**config.mk**
```make
export PLATFORM = sky130hd
export DESIGN_NAME = d2_uop_sequencer
export DESIGN_NICKNAME = d
export VERILOG_FILES = /design/src/rtl/d2_uop_sequencer.sv
export SDC_FILE = /design/constraint.sdc
export NUM_CORES = 1
export LEC_CHECK = 0
export BUFFER_PORTS_ARGS = -buffer_cell sky130_fd_sc_hd__buf_2
export CAP_MARGIN = 25
export CORE_UTILIZATION = 48
export DETAILED_ROUTE_END_ITERATION = 7
export GPL_TIMING_DRIVEN = 0
export PLACE_DENSITY = 0.9
export SYNTH_ARGS = -nofsm -noshare
export SYNTH_HDL_FRONTEND = slang
export SYNTH_SLANG_ARGS = --single-unit
```
**constraint.sdc**
```tcl
create_clock -name clk -period 2.6 [get_ports clk]
set_input_delay 0.13 -clock clk [delete_from_list [all_inputs] [get_ports clk]]
set_output_delay 0.13 -clock clk [all_outputs]
set_load 0.1 [all_outputs]
```
**src/rtl/d2_uop_sequencer.sv**
```systemverilog
// d2_uop_sequencer: second-stage decode. Takes one decoded instruction per
// handshake and expands it into 1..MAX_UOPS registered micro-ops, one per cycle.
module d2_uop_sequencer #(
    parameter int unsigned XLEN     = 32,
    parameter int unsigned MAX_UOPS = 4,
    parameter int unsigned CNT_W    = $clog2(MAX_UOPS + 1)
) (
    input  logic             clk,
    input  logic             rst,
    input  logic             in_valid,
    output logic             in_ready,
    input  logic [XLEN-1:0]  pc_in,
    input  logic [XLEN-1:0]  instruction_in,
    input  logic [2:0]       opcode_format,
    input  logic [CNT_W-1:0] uop_count,
    input  logic             exception_in,
    input  logic             flush,
    output logic             out_valid,
    input  logic             out_ready,
    output logic [XLEN-1:0]  uop,
    output logic [CNT_W-1:0] uop_idx,
    output logic             eoi,
    output logic [4:0]       dr,
    output logic [4:0]       sr1,
    output logic [4:0]       sr2,
    output logic [XLEN-1:0]  imm,
    output logic             use_imm,
    output logic [XLEN-1:0]  pc_out,
    output logic             exception_out
);

    localparam logic ST_IDLE  = 1'b0;
    localparam logic ST_ISSUE = 1'b1;

    localparam logic [2:0] FMT_I = 3'd1;
    localparam logic [2:0] FMT_S = 3'd2;
    localparam logic [2:0] FMT_B = 3'd3;
    localparam logic [2:0] FMT_U = 3'd4;
    localparam logic [2:0] FMT_J = 3'd5;

    localparam logic [CNT_W-1:0] CNT_ONE = CNT_W'(1);
    localparam logic [CNT_W-1:0] CNT_MAX = CNT_W'(MAX_UOPS);

    // State and effective uop count of the instruction being issued
    logic             state_q, state_d;
    logic [CNT_W-1:0] n_q, n_d;

    // Output register
    logic             valid_q, valid_d;
    logic [XLEN-1:0]  uop_q, uop_d;
    logic [CNT_W-1:0] idx_q, idx_d;
    logic             eoi_q, eoi_d;
    logic [4:0]       dr_q, dr_d;
    logic [4:0]       sr1_q, sr1_d;
    logic [4:0]       sr2_q, sr2_d;
    logic [XLEN-1:0]  imm_q, imm_d;
    logic             use_imm_q, use_imm_d;
    logic [XLEN-1:0]  pc_q, pc_d;
    logic             exc_q, exc_d;

    logic [31:0]      ins32;
    logic [31:0]      imm32;
    logic             dec_use_imm;
    logic [XLEN-1:0]  cap_imm;
    logic [CNT_W-1:0] n_eff;
    logic [CNT_W-1:0] idx_next;
    logic             advance;
    logic             last;
    logic             capture;

    assign ins32    = instruction_in[31:0];
    assign advance  = !valid_q || out_ready;
    // Only meaningful in ST_ISSUE, where n_q is always >= 1
    assign last     = (idx_q == (n_q - CNT_ONE));
    assign idx_next = idx_q + CNT_ONE;
    assign in_ready = (state_q == ST_IDLE) || ((state_q == ST_ISSUE) && last && advance);
    assign capture  = in_valid && in_ready && !flush;

    // Immediate decode of the incoming instruction; exceptions suppress the immediate
    always_comb begin
        imm32       = '0;
        dec_use_imm = 1'b0;
        case (opcode_format)
            FMT_I: begin
                imm32       = {{20{ins32[31]}}, ins32[31:20]};
                dec_use_imm = 1'b1;
            end
            FMT_S: begin
                imm32       = {{20{ins32[31]}}, ins32[31:25], ins32[11:7]};
                dec_use_imm = 1'b1;
            end
            FMT_B: begin
                imm32       = {{19{ins32[31]}}, ins32[31], ins32[7], ins32[30:25],
                               ins32[11:8], 1'b0};
                dec_use_imm = 1'b1;
            end
            FMT_U: begin
                imm32       = {ins32[31:12], 12'b0};
                dec_use_imm = 1'b1;
            end
            FMT_J: begin
                imm32       = {{11{ins32[31]}}, ins32[31], ins32[19:12], ins32[20],
                               ins32[30:21], 1'b0};
                dec_use_imm = 1'b1;
            end
            default: begin
                imm32       = '0;
                dec_use_imm = 1'b0;
            end
        endcase
        if (exception_in) begin
            imm32       = '0;
            dec_use_imm = 1'b0;
        end
    end

    // Widen to XLEN by replicating the sign bit (XLEN >= 32 keeps the count >= 1)
    assign cap_imm = {{(XLEN - 31){imm32[31]}}, imm32[30:0]};

    // Effective uop count: 0 -> 1, saturate at MAX_UOPS, exceptions collapse to one uop
    always_comb begin
        n_eff = uop_count;
        if (exception_in || (uop_count == '0)) begin
            n_eff = CNT_ONE;
        end else if (uop_count > CNT_MAX) begin
            n_eff = CNT_MAX;
        end
    end

    // Next-state: flush beats capture, capture beats advance
    always_comb begin
        state_d   = state_q;
        n_d       = n_q;
        valid_d   = valid_q;
        uop_d     = uop_q;
        idx_d     = idx_q;
        eoi_d     = eoi_q;
        dr_d      = dr_q;
        sr1_d     = sr1_q;
        sr2_d     = sr2_q;
        imm_d     = imm_q;
        use_imm_d = use_imm_q;
        pc_d      = pc_q;
        exc_d     = exc_q;

        if (flush) begin
            state_d   = ST_IDLE;
            n_d       = '0;
            valid_d   = 1'b0;
            uop_d     = '0;
            idx_d     = '0;
            eoi_d     = 1'b0;
            dr_d      = '0;
            sr1_d     = '0;
            sr2_d     = '0;
            imm_d     = '0;
            use_imm_d = 1'b0;
            pc_d      = '0;
            exc_d     = 1'b0;
        end else if (capture) begin
            // First uop goes straight into the output register
            state_d   = ST_ISSUE;
            n_d       = n_eff;
            valid_d   = 1'b1;
            uop_d     = instruction_in;
            idx_d     = '0;
            eoi_d     = (n_eff == CNT_ONE);
            dr_d      = ins32[11:7];
            sr1_d     = ins32[19:15];
            sr2_d     = ins32[24:20];
            imm_d     = cap_imm;
            use_imm_d = dec_use_imm;
            pc_d      = pc_in;
            exc_d     = exception_in;
        end else if ((state_q == ST_ISSUE) && advance) begin
            if (last) begin
                state_d = ST_IDLE;
                valid_d = 1'b0;
            end else begin
                // Payload fields are shared by all uops; only index and eoi move
                idx_d = idx_next;
                eoi_d = (idx_next == (n_q - CNT_ONE));
            end
        end
    end

    // State and output register update
    always_ff @(posedge clk or negedge rst) begin
        if (!rst) begin
            state_q   <= ST_IDLE;
            n_q       <= '0;
            valid_q   <= 1'b0;
            uop_q     <= '0;
            idx_q     <= '0;
            eoi_q     <= 1'b0;
            dr_q      <= '0;
            sr1_q     <= '0;
            sr2_q     <= '0;
            imm_q     <= '0;
            use_imm_q <= 1'b0;
            pc_q      <= '0;
            exc_q     <= 1'b0;
        end else begin
            state_q   <= state_d;
            n_q       <= n_d;
            valid_q   <= valid_d;
            uop_q     <= uop_d;
            idx_q     <= idx_d;
            eoi_q     <= eoi_d;
            dr_q      <= dr_d;
            sr1_q     <= sr1_d;
            sr2_q     <= sr2_d;
            imm_q     <= imm_d;
            use_imm_q <= use_imm_d;
            pc_q      <= pc_d;
            exc_q     <= exc_d;
        end
    end

    assign out_valid     = valid_q;
    assign uop           = uop_q;
    assign uop_idx       = idx_q;
    assign eoi           = eoi_q;
    assign dr            = dr_q;
    assign sr1           = sr1_q;
    assign sr2           = sr2_q;
    assign imm           = imm_q;
    assign use_imm       = use_imm_q;
    assign pc_out        = pc_q;
    assign exception_out = exc_q;

endmodule
```
# [After elaboration in Yosys (flattened, before gate mapping)]
# Cells that the tools add are included.
[op_classes] mux=36 n_reduce_logical=17 n_eq_ne=9 n_addsub=2 bitwise_logic=1 magnitude_cmp=1
[ops] operator="32-bit two-way mux" n=7
[ops] operator="32-bit case mux with 5 select lines" n=1
[ops] operator="5-bit two-way mux" n=6
[ops] operator="3-bit two-way mux" n=8
[ops] operator="1-bit two-way mux" n=14
[ops] operator="3-bit by 1-bit equality test with 1-bit output (second input constant)" n=2
[ops] operator="3-bit by 2-bit equality test with 1-bit output (second input constant)" n=2
[ops] operator="3-bit equality test" n=2
[ops] operator="3-bit equality test (second input constant)" n=2
[ops] operator="3-bit nonzero test" n=2
[ops] operator="1-bit logical AND" n=5
[ops] operator="5-bit OR reduction" n=1
[ops] operator="2-bit AND reduction" n=2
[ops] operator="3-bit by 1-bit adder with 3-bit output (second input constant)" n=1
[ops] operator="3-bit > comparator (second input constant)" n=1
[ops] operator="3-bit logical NOT" n=1
[ops] operator="1-bit logical OR" n=3
[ops] operator="3-bit by 2-bit != test with 1-bit output (second input constant)" n=1
[ops] operator="3-bit by 1-bit subtractor with 3-bit output (second input constant)" n=1
[ops] operator="1-bit logical NOT" n=2
[ops] operator="2-bit nonzero test" n=1
[ops] operator="1-bit inverter" n=1
[totals] register_bits=121 input_bits=76 out_inout_bits=119 wordCells=78

# [Logic depth before layout (Yosys ltp)]
# Gate-level depths: netlist (run 1).
[logic_depth] word_depth=9 mapped_depth=9 mapped_depth_nobuf=6

# [Worst setup path before layout (run 1)]
# No wires, ideal clock.
[synth_path] kind="register to register" startpoint="reg idx_q[2] (netlist: uop_idx[2])" endpoint="reg eoi_q (netlist: eoi)" path_stages_with_launch=5 synth_period_minus_slack_ns=2.469 setup_time_ns=0.096 required_ns=2.504 arrival_time_ns=2.374 slack_ns=0.131 n_path_buf=0 path_cell_list="dfrtp_1 xnor3_2 xnor2_1 or4_1 a311oi_2"
[synth_via] elab_chain_len=8 elab_cells_between_ends=15 classes_between="add/sub (1); eq/ne (3); mux (4); reduce/logical (7)"
[synth_lines] item="start: declaration" line_no="51" rtl="logic [CNT_W-1:0] idx_q, idx_d;"
[synth_lines] item="start signal: assignment" line_no="208" rtl="idx_q <= idx_d;"
[synth_lines] item="branches (longest 8 deep; another with 3-bit by 1-bit adder with 3-bit output)"
[synth_lines] item="end signal: assignment" line_no="209" rtl="eoi_q <= eoi_d;"
[synth_lines] item="end: declaration" line_no="52" rtl="logic eoi_q, eoi_d;"
# Parallel ways; which one is timed is not known. The select of a mux whose other input is x is not followed.
# A chain may end at the register's enable or synchronous reset.

# [Worst setup path in the final report (run 1)]
[layout_path] startpoint="reg n_q[0]" endpoint="reg uop_q[6] (netlist: uop[6])"
[layout_via] elab_chain_len=8
[layout_lines] item="start: declaration" line_no="46" rtl="logic [CNT_W-1:0] n_q, n_d;"
[layout_lines] item="start signal: assignment" line_no="205" rtl="n_q <= n_d;"
[layout_lines] item="3-bit by 1-bit subtractor with 3-bit output" line_no="74" rtl="assign last = (idx_q == (n_q - CNT_ONE));"
[layout_lines] item="3-bit equality test" line_no="74"
[layout_lines] item="1-bit logical AND (2 in series)" line_no="76" rtl="assign in_ready = (state_q == ST_IDLE) || ((state_q == ST_ISSUE) && last && advance);"
[layout_lines] item="1-bit logical OR" line_no="76"
[layout_lines] item="1-bit logical AND (2 in series)" line_no="77" rtl="assign capture = in_valid && in_ready && !flush;"
[layout_lines] item="2-bit nonzero test (no source line)"
[layout_lines] item="end signal: assignment" line_no="207" rtl="uop_q <= uop_d;"
[layout_lines] item="end: declaration" line_no="50" rtl="logic [XLEN-1:0] uop_q, uop_d;"
# No other way between the ends.

==> results of run 1 <==
[cell type report]
cell class                 count  share of cell area (%)
inverter                       4                   0.235
sequential                   106                    41.5
buffer                        50                    4.74
timing repair buffer         225                    20.5
clock inverter                 5                    1.65
clock buffer                   9                    1.94
multi-input combinational    329                    26.9
tap                          129                    2.53
[layout by cell type (no fill, tap or decap), types with 3 or more instances in the layout]
cell           netlist  routed
a21oi_1             97      97
a31oi_1              5       5
buf_2                2     194
buf_4               30      31
bufinv_16            0       3
clkbuf_1            18      18
clkbuf_8             0       9
dfrtp_1            106     106
dlygate4sd3_1        0      31
inv_1                4       4
nand2_1            146     146
nand2b_1             3       3
nand3_1              7       7
nor2_1               8       8
nor3_1               5       5
o2bb2ai_1           24      24
xnor2_1              3       3
[power breakdown]
part / total, mW / internal (mW) / switching [mW]
clock network: 1.18 / 0.629 / 0.550
logic: 1.22 / 0.254 / 0.962
registers: 1.77 / 1.72 / 0.0475
[worst min path at each step]
| stage | from | endpoint | cells past startpoint |
|---|---|---|---|
| global placement | pc_in[3] | pc_out[3] | 3 |
| CTS | pc_in[22] | pc_out[22] | 3 |
| floorplan | rst | eoi | 0 |
| global route | pc_in[1] | pc_out[1] | 3 |
| detailed placement | rst | imm[12] | 1 |
| finish | pc_in[16] | pc_out[16] | 3 |
[registers in the layout, indices dropped and copies added (netlist names)]
name	flops
imm	32
pc_out	32
uop	32
n_q	3
uop_idx	3
eoi	1
exception_out	1
out_valid	1
use_imm	1
[cells by family after synthesis]
| logic type | after synthesis | share of synthesized area, % |
|---|---|---|
| compound gates | 142 | 18.7 |
| simple gates | 177 | 15.5 |
| mux | 2 | 0.427 |
| flops | 106 | 56.6 |
| buf+inv | 54 | 6.78 |
| xor+xnor | 6 | 1.44 |
| fa+ha+maj | 2 | 0.534 |
[Yosys cell counts (all sizes together), types with 3 or more instances]
cell	number	share of area, %
a31oi	5	0.67
nand3	7	0.75
dfrtp	106	57
nor2	9	1.1
clkbuf	18	1.4
nand2b	3	0.40
buf	32	5.0
inv	4	0.32
a21oi	97	10
xnor2	3	0.56
nand2	146	12
nor3	5	0.53
o2bb2ai	24	4.5
[metal layers]
layer | vias to the layer above | share of wire (%)
li1 | 2109 | -
met1 | 2184 | 40
met2 | 195 | 50
met3 | 44 | 7.1
met4 | 0 | 3.2
met5 | - | 0
[metrics by stage]
stage | power [mW] | hold WS, ns | worst slack (ns) | util [%] | area (sq um)
after floorplan | 2.69 | -0.166 | 0.131 | - | 4690
after global placement | 2.94 | 0.367 | 0.322 | 62.1 | 5820
after detailed placement | 2.97 | 0.217 | 0.298 | 62.4 | 5850
after CTS | 4.17 | 0.000436 | 0.280 | 68.1 | 6380
after global routing | 4.30 | 0.00519 | 0.181 | 68.1 | 6380
final | 4.16 | 0.00764 | 0.293 | 68.1 | 6380
[critical path, stage by stage (launching register included)]
cell and delay [ns]:
dfrtp_1 0.37, inv_1 0.06, ha_1 0.34, xor2_1 0.22, a41oi_2 0.43, clkbuf_1 0.48
nand2_1 0.13, a21oi_1 0.19
==> results.md, run 1 <==
* Top_reg_cell synth: dfrtp_1
* Via count at 4,532
* Tmin final at 2.31 ns
* WL final at 14.0 mm
* Fin crit share at 88.7%
* Final Non-Filler Cells at 857
* Antenna violations before repair at 0
* Grt met2 use at 48.3%
* Syn_area_per_cell at 9.59 sq um
* CTS tree: yes
* Number of synthesized flops with an enable pin at 0
* VDD IR max at 0.324 mV
* Synthesized cell area at 4690 sq um
* Tightest Hold Check Type: in -> reg
* Total Nets Final at 803
* Final Max Tran Viols at 0
* H-tree levels at 3
* Pwr Density at 652 nW/um^2
* Seq/Total Area, Yosys at 56.6%
* Total negative slack at 0 ns
* LEAKAGE at 3.32 nW
* CTS Buf Count at 9
* CP Max Fanout at 10
* Die area at 10,200 sq um
* Largest net degree at the start of global routing at 56
* Port Buf Inserts at 193
* Postcts setup bufs at 0
* Max-Cap Viols at 0
* Unrepaired setup endpoints after global routing: no
* Layout cells sized above 1 at 33.7%
* Worst Path Arrival at 2.58 ns
* Final setup viols at 0
* Vias in the first global route at 4,502
* Fillers at 750
* Placed wire-length estimate at 9.94 mm
* Highest clock rate at 433 MHz
* Die Width at 101 microns
* Async S/R FF share, synth at 100%
* Height of the chip at 101 microns
* Area Growth Syn to Fin at 36.2%
* #FFs+latches synth at 106
* Post-DRT Antenna Nets at 0
* Global-route track usage on met1 at 33.6%
* Critical Path End: uop[6]
* Tot GR Track Use at 27.9%
* Max transition margin at 54.3%
* Boundary pin count at 195
* R2R cell count at 7
* CP startpoint: n_q[0]
* Critical Path Start Type: register
* Core area at 9370 sq um
* Worst Path Required at 2.88 ns
* Yosys warning count at 0
* Register Area at 2650 sq um
* Root Buffer Master: clkbuf_8
* Outcome: complete, no violations
* DR DRC count at 0
* Post-synth cell types at 38
* CTS clk-pin slew, worst paths at 0.10 ns
* 1st-iter DRT viols at 204
* Reg2reg start: n_q[0]
* Worst clock skew at 0.0142 ns
* GP Congestion at 0.829
* Crit Path Class: reg -> reg
* Post-Syn Instances at 489
* GR peak layer: met2
* Placed Instances at 812
* Total grt overflow at 0
* First-pass GRT wire length at 21.6 mm
* Reg2reg setup slack at 0.29 ns
* N_diodes at 0
* Multi-input gate area in the final layout at 1720 sq um
* Via density at 5.29
* Number of clock sinks at 106
* Max Root-Sink Buffers at 2
* Initial DRT Pass Iterations at 4
* Post-CTS sizing at 0
* Avg WL per Cell at 16.4 microns
* CP Capture Type: register
* Slew @ Worst Pin at 0.685 ns
* Hold Buf Count CTS at 31
* Clock Latency Late Sink at 0.36 ns
* Synth Net Count at 567
* Reg2reg end: uop[6]
* Initial Util at 50.0%
* GR Layer Usage met3 at 5.48%
* Row count at 35
* Final hold violations at 0
No activity file was read; power rests on OpenSTA's default activity.
==> inputs of run 2 (changes only) <==
--- a/config.mk
+++ b/config.mk
@@ -9,7 +9,6 @@
 export CAP_MARGIN = 25
 export CORE_UTILIZATION = 48
 export DETAILED_ROUTE_END_ITERATION = 7
-export GPL_TIMING_DRIVEN = 0
 export PLACE_DENSITY = 0.9
 export SYNTH_ARGS = -nofsm -noshare
 export SYNTH_HDL_FRONTEND = slang
==> results.md, run 2 (synthesis results as in run 1) <==
* Highest clock rate at 432 MHz (was 433 MHz)
* GP Congestion at 0.806 (was 0.829)
* Final Max Tran Viols at 0 (unchanged)
* Tmin final at 2.31 ns (about the same)
* Hold Buf Count CTS at 45 (was 31)
* H-tree levels at 3 (unchanged)
* Tot GR Track Use at 27.2% (was 27.9%)
* Outcome: complete, no violations (unchanged)
* Pwr Density at 647 nW/um^2 (was 652 nW/um^2)
* Reg2reg setup slack at 0.29 ns (about the same)
* Post-Place Cell Area at 5640 sq um (was 5850 sq um)
* Largest net degree at the start of global routing at 65 (was 56)
* Final setup viols at 0 (unchanged)
* Row count at 35 (unchanged)
* Boundary pin count at 195 (unchanged)
* Fillers at 743 (was 750)
* CTS tree: yes (unchanged)
* Critical Path Start Type: register (unchanged)
* WL final at 13.5 mm (was 14.0 mm)
* Commonest non-fill, non-tap cell in the layout: buf_2 (unchanged)
* First-pass GRT wire length at 21.4 mm (was 21.6 mm)
* Via count at 4,430 (was 4,532)
* Die area at 10,200 sq um (unchanged)
* Initial DRT Pass Iterations at 4 (unchanged)
* Via density at 5.32 (was 5.29)
* Most frequent cells in the layout: buf_2, nand2_1, dfrtp_1, a21oi_1, dlygate4sd3_1 (was buf_2, nand2_1, dfrtp_1, a21oi_1)
* 1st-iter DRT viols at 197 (was 204)
* Total negative slack at 0 ns (unchanged)
* Unrepaired setup endpoints after global routing: no (unchanged)
* Placed wire-length estimate at 8.77 mm (was 9.94 mm)
* Vias in the first global route at 4,422 (was 4,502)
* Worst Path Required at 2.90 ns (was 2.88 ns)
* Tot Pwr at 4.09 mW (was 4.16 mW)
* Fin crit share at 89.0% (was 88.7%)
* Max transition margin at 31.4% (was 54.3%)
* Root Buffer Master: clkbuf_8 (unchanged)
* Area Growth Syn to Fin at 34.7% (was 36.2%)
* Die Width at 101 microns (unchanged)
* Total grt overflow at 0 (unchanged)
* Max Root-Sink Buffers at 2 (unchanged)
* Antenna violations before repair at 0 (unchanged)
* CTS clk-pin slew, worst paths at 0.11 ns (was 0.10 ns)
* Post-DRT Antenna Nets at 0 (unchanged)
* CP Capture Type: register (unchanged)
* Post-CTS sizing at 0 (unchanged)
* Number of clock sinks at 106 (unchanged)
* Layout cells sized above 1 at 32.0% (was 33.7%)
* Post-layout instance area at 6320 sq um (was 6380 sq um)
* Postcts setup bufs at 0 (unchanged)
* Height of the chip at 101 microns (unchanged)
* Min Hold Slack at 0.0137 ns (was 0.00764 ns)
* Max-Cap Viols at 0 (unchanged)
* Final hold violations at 0 (unchanged)
* Initial Util at 50.0% (unchanged)
* CTS Buf Count at 9 (unchanged)
* Clock Latency Late Sink at 0.36 ns (about the same)
* Core area at 9370 sq um (unchanged)
* Avg WL per Cell at 16.2 microns (was 16.4 microns)
* Worst clock skew at 0.0209 ns (was 0.0142 ns)
* Port Buf Inserts at 194 (was 193)
* Worst Path Arrival at 2.62 ns (was 2.58 ns)
* DR DRC count at 0 (unchanged)
* Slew @ Worst Pin at 1.03 ns (was 0.685 ns)
* VDD IR max at 0.363 mV (was 0.324 mV)
* LEAKAGE at 3.25 nW (was 3.32 nW)
* CP Max Fanout at 22 (was 10)
* N_diodes at 0 (unchanged)
* Total Nets Final at 777 (was 803)
* Tightest Hold Check Type: in -> reg (unchanged)
* Crit Path Class: reg -> reg (unchanged)
run 2: cell count changes in the layout (fill, tap and decap cells not counted), moves of 2 or more:
| cell | delta |
|---|---|
| dlygate4sd3_1 | +14 |
| inv_6 | +3 |
| buf_4 | -22 |
| clkinvlp_4 | -2 |
| clkbuf_1 | -17 |
| buf_12 | +2 |
run 2: through the flow:
stage / instances / setup slack [ns] / util, %
CTS: 833 / 0.282 / 67.4
global placement: 772 / 0.416 / 60.2
finish: 833 / 0.286 / 67.4
detailed placement: 772 / 0.290 / 60.2
floorplan: 489 / 0.131 / -
global route: 833 / 0.165 / 67.4
run 2: cell type report:
cell class / instances / area (sq um) / share of cell area [%]
clock buffer: 10 / 128 / 2.02
clock inverter: 6 / 95.1 / 1.51
inverter: 4 / 15.0 / 0.238
timing repair buffer: 249 / 1520 / 24.1
multi-input combinational: 329 / 1740 / 27.6
sequential: 106 / 2650 / 42.0
tap: 129 / 161 / 2.56
run 2: path summary, 6_finish.rpt:
check | start | endpoint | cells after the start
min | instruction_in[18] | uop[18] | 3
min reg2reg | imm[27] | imm[27] | 1
max | n_q[0] | imm[0] | 7
max reg2reg | n_q[0] | imm[0] | 7
max in group asynchronous | rst | use_imm | 3
min in group asynchronous | rst | uop[12] | 2
run 2: power breakdown:
| group | internal [mW] | leakage, nW | total, mW | switching [mW] |
|---|---|---|---|---|
| registers | 1.72 | 1.44 | 1.77 | 0.0471 |
| clock network | 0.556 | 0.112 | 1.13 | 0.573 |
| logic | 0.241 | 1.70 | 1.19 | 0.950 |
| total | 2.52 | 3.25 | 4.09 | 1.57 |
run 2: critical path: stages (launching register included):
cell and delay (ns):
dfrtp_1 0.37, inv_1 0.07, ha_1 0.33, xor2_1 0.22
a41o_2 0.50, buf_4 0.34, o311a_1 0.26, a32o_1 0.18
run 2: per-layer routing:
metal / routed length, microns / vias to the layer above / track usage [%] / part of all wire (%)
met5: 0 / - / 0 / 0
met4: 342 / 0 / 9.14 / 2.5
met3: 967 / 29 / 6.59 / 7.2
met2: 7000 / 197 / 47.0 / 52
met1: 5200 / 2149 / 33.5 / 38
li1: - / 2055 / - / -
==> inputs of run 3 (changes only) <==
==> constraint.sdc (replaced) <==
create_clock -name clk -period 2.6 [get_ports clk]
set_input_delay 0.26 -clock clk [delete_from_list [all_inputs] [get_ports clk]]
set_output_delay 0.26 -clock clk [all_outputs]
set_load 0.1 [all_outputs]
==> results.md, run 3 (synthesis results as in run 1) <==
* Outcome: complete, no violations (unchanged)
* Critical Path Start Type: register (unchanged)
* CTS clk-pin slew, worst paths at 0.10 ns (was 0.11 ns)
* Crit Path Class: reg -> out (was reg -> reg)
* CTS tree: yes (unchanged)
* Final hold violations at 0 (unchanged)
* 1st-iter DRT viols at 191 (was 197)
* Highest clock rate at 412 MHz (was 432 MHz)
* Worst Path Required at 2.34 ns (was 2.90 ns)
* Switching share of power at 38.5% (was 38.4%)
* Row count at 35 (unchanged)
* Number of clock sinks at 106 (unchanged)
* Reg2reg end: imm[0] (unchanged)
* Commonest non-fill, non-tap cell in the layout: buf_2 (unchanged)
* Clock Power Share at 27.9% (was 27.6%)
* Slew @ Worst Pin at 1.01 ns (was 1.03 ns)
* Internal at 2.47 mW (was 2.52 mW)
* Max Root-Sink Buffers at 2 (unchanged)
* Fin crit share at 93.5% (was 89.0%)
* Final setup viols at 0 (unchanged)
* LEAKAGE at 3.07 nW (was 3.25 nW)
* Layout cells sized above 1 at 34.1% (was 32.0%)
* Antenna violations before repair at 0 (unchanged)
* Worst clock skew at 0.0178 ns (was 0.0209 ns)
* Max-Cap Viols at 0 (unchanged)
* Core area at 9370 sq um (unchanged)
* H-tree levels at 3 (unchanged)
* Initial Util at 50.0% (unchanged)
* First-pass GRT wire length at 19.6 mm (was 21.4 mm)
* Tot GR Track Use at 24.8% (was 27.2%)
* Root Buffer Master: clkbuf_8 (unchanged)
* Tightest Hold Check Type: in -> reg (unchanged)
* Total grt overflow at 0 (unchanged)
* Avg WL per Cell at 15.5 microns (was 16.2 microns)
* Largest net degree at the start of global routing at 65 (unchanged)
* Comb power frac at 28.2% (was 29.1%)
* Final Max Tran Viols at 0 (unchanged)
* Placed wire-length estimate at 8.77 mm (unchanged)
* Height of the chip at 101 microns (unchanged)
* Reg power frac at 44.0% (was 43.2%)
* Tmin final at 2.43 ns (was 2.31 ns)
* Total Nets Final at 733 (was 777)
* DR DRC count at 0 (unchanged)
* Min Hold Slack at 0.119 ns (was 0.0137 ns)
* GP Congestion at 0.806 (unchanged)
* Area Growth Syn to Fin at 25.3% (was 34.7%)
* Via count at 4,206 (was 4,430)
* Die area at 10,200 sq um (unchanged)
* Initial DRT Pass Iterations at 4 (unchanged)
* Vias in the first global route at 4,038 (was 4,422)
* Port Buf Inserts at 194 (unchanged)
* Total negative slack at 0 ns (unchanged)
* Critical Path End: in_ready (was imm[0])
* Post-DRT Antenna Nets at 0 (unchanged)
* WL final at 12.2 mm (was 13.5 mm)
* CP Capture Type: output port (was register)
* Boundary pin count at 195 (unchanged)
* CP Max Fanout at 3 (was 22)
* Max transition margin at 32.6% (was 31.4%)
* Postcts setup bufs at 0 (unchanged)
* Worst Path Arrival at 2.17 ns (was 2.62 ns)
* Reg2reg start: n_q[0] (unchanged)
* Clock Latency Late Sink at 0.36 ns (about the same)
* Unrepaired setup endpoints after global routing: no (unchanged)
* Reg2reg setup slack at 0.29 ns (about the same)
* R2R cell count at 7 (unchanged)
* CP startpoint: n_q[0] (unchanged)
* Via density at 5.33 (was 5.32)
* CTS Buf Count at 9 (unchanged)
* Die Width at 101 microns (unchanged)
* N_diodes at 0 (unchanged)
* Post-CTS sizing at 0 (unchanged)
* Sw Pwr at 1.55 mW (was 1.57 mW)
* VDD IR max at 0.365 mV (was 0.363 mV)
* Pwr Density at 684 nW/um^2 (was 647 nW/um^2)
* Most frequent cells in the layout: buf_2, nand2_1, dfrtp_1, a21oi_1, o2bb2ai_1 (was buf_2, nand2_1, dfrtp_1, a21oi_1, dlygate4sd3_1)
-- run 3: how the worst min path moves through the flow --
stage,start,end,slack [ns],depth (start not counted)
2_1_floorplan,rst,eoi,-0.04,0
3_3_place_gp,rst,uop[14],0.30,1
3_5_place_dp,rst,uop[12],0.32,1
4_1_cts,pc_in[11],pc_out[11],0.10,3
5_1_grt,instruction_in[6],uop[6],0.1,3
6_report,pc_in[0],pc_out[0],0.12,3
-- run 3: cell type report --
type / instances / area [sq um]
Fill cell: 823 / 3500
Timing Repair Buffer: 205 / 1080
Tap cell: 129 / 161
Sequential cell: 106 / 2650
Inverter: 4 / 15.0
Clock buffer: 10 / 128
Clock inverter: 6 / 95.1
Multi-Input combinational cell: 329 / 1740
-- run 3: worst max-delay path, stage by stage (launching register included) --
cell     delay (ns)
dfrtp_1        0.37
inv_1          0.07
ha_1           0.33
xor2_1         0.22
buf_4          0.17
nand4_1        0.13
nand2_1        0.11
buf_2          0.42
-- run 3: power by group through the flow --
stage | combinational, mW | sequential, mW | clock (mW)
3_3_place_gp | 1.12 | 1.79 | 0
4_1_cts | 1.14 | 1.77 | 1.15
3_5_place_dp | 1.13 | 1.80 | 0
5_1_grt | 1.19 | 1.78 | 1.22
6_report | 1.13 | 1.77 | 1.12
2_1_floorplan | 0.368 | 2.32 | 0
-- run 3: through the flow --
stage	std cells	util [%]	area, sq um	setup WS [ns]	power (mW)
2_1_floorplan	489	-	4690	0.124	2.69
3_3_place_gp	772	60.2	5640	0.416	2.91
3_5_place_dp	772	60.2	5640	0.290	2.93
4_1_cts	789	62.7	5880	0.163	4.05
5_1_grt	789	62.7	5880	0.0482	4.18
6_report	789	62.7	5880	0.170	4.02
-- run 3: layer usage --
metal | global-route usage (%) | up-vias | routed length [microns]
met3 | 6.31 | 14 | 875
met2 | 42.0 | 179 | 6310
li1 | - | 1975 | -
met4 | 6.58 | 0 | 157
met5 | 0 | - | 0
met1 | 31.8 | 2038 | 4900
-- run 3: what timing repair did --
item | in CTS | in global routing
hold buffers | 1 | 0
setup endpoints to repair | 0 | 0
endpoints found under the hold margin | 46 | 0
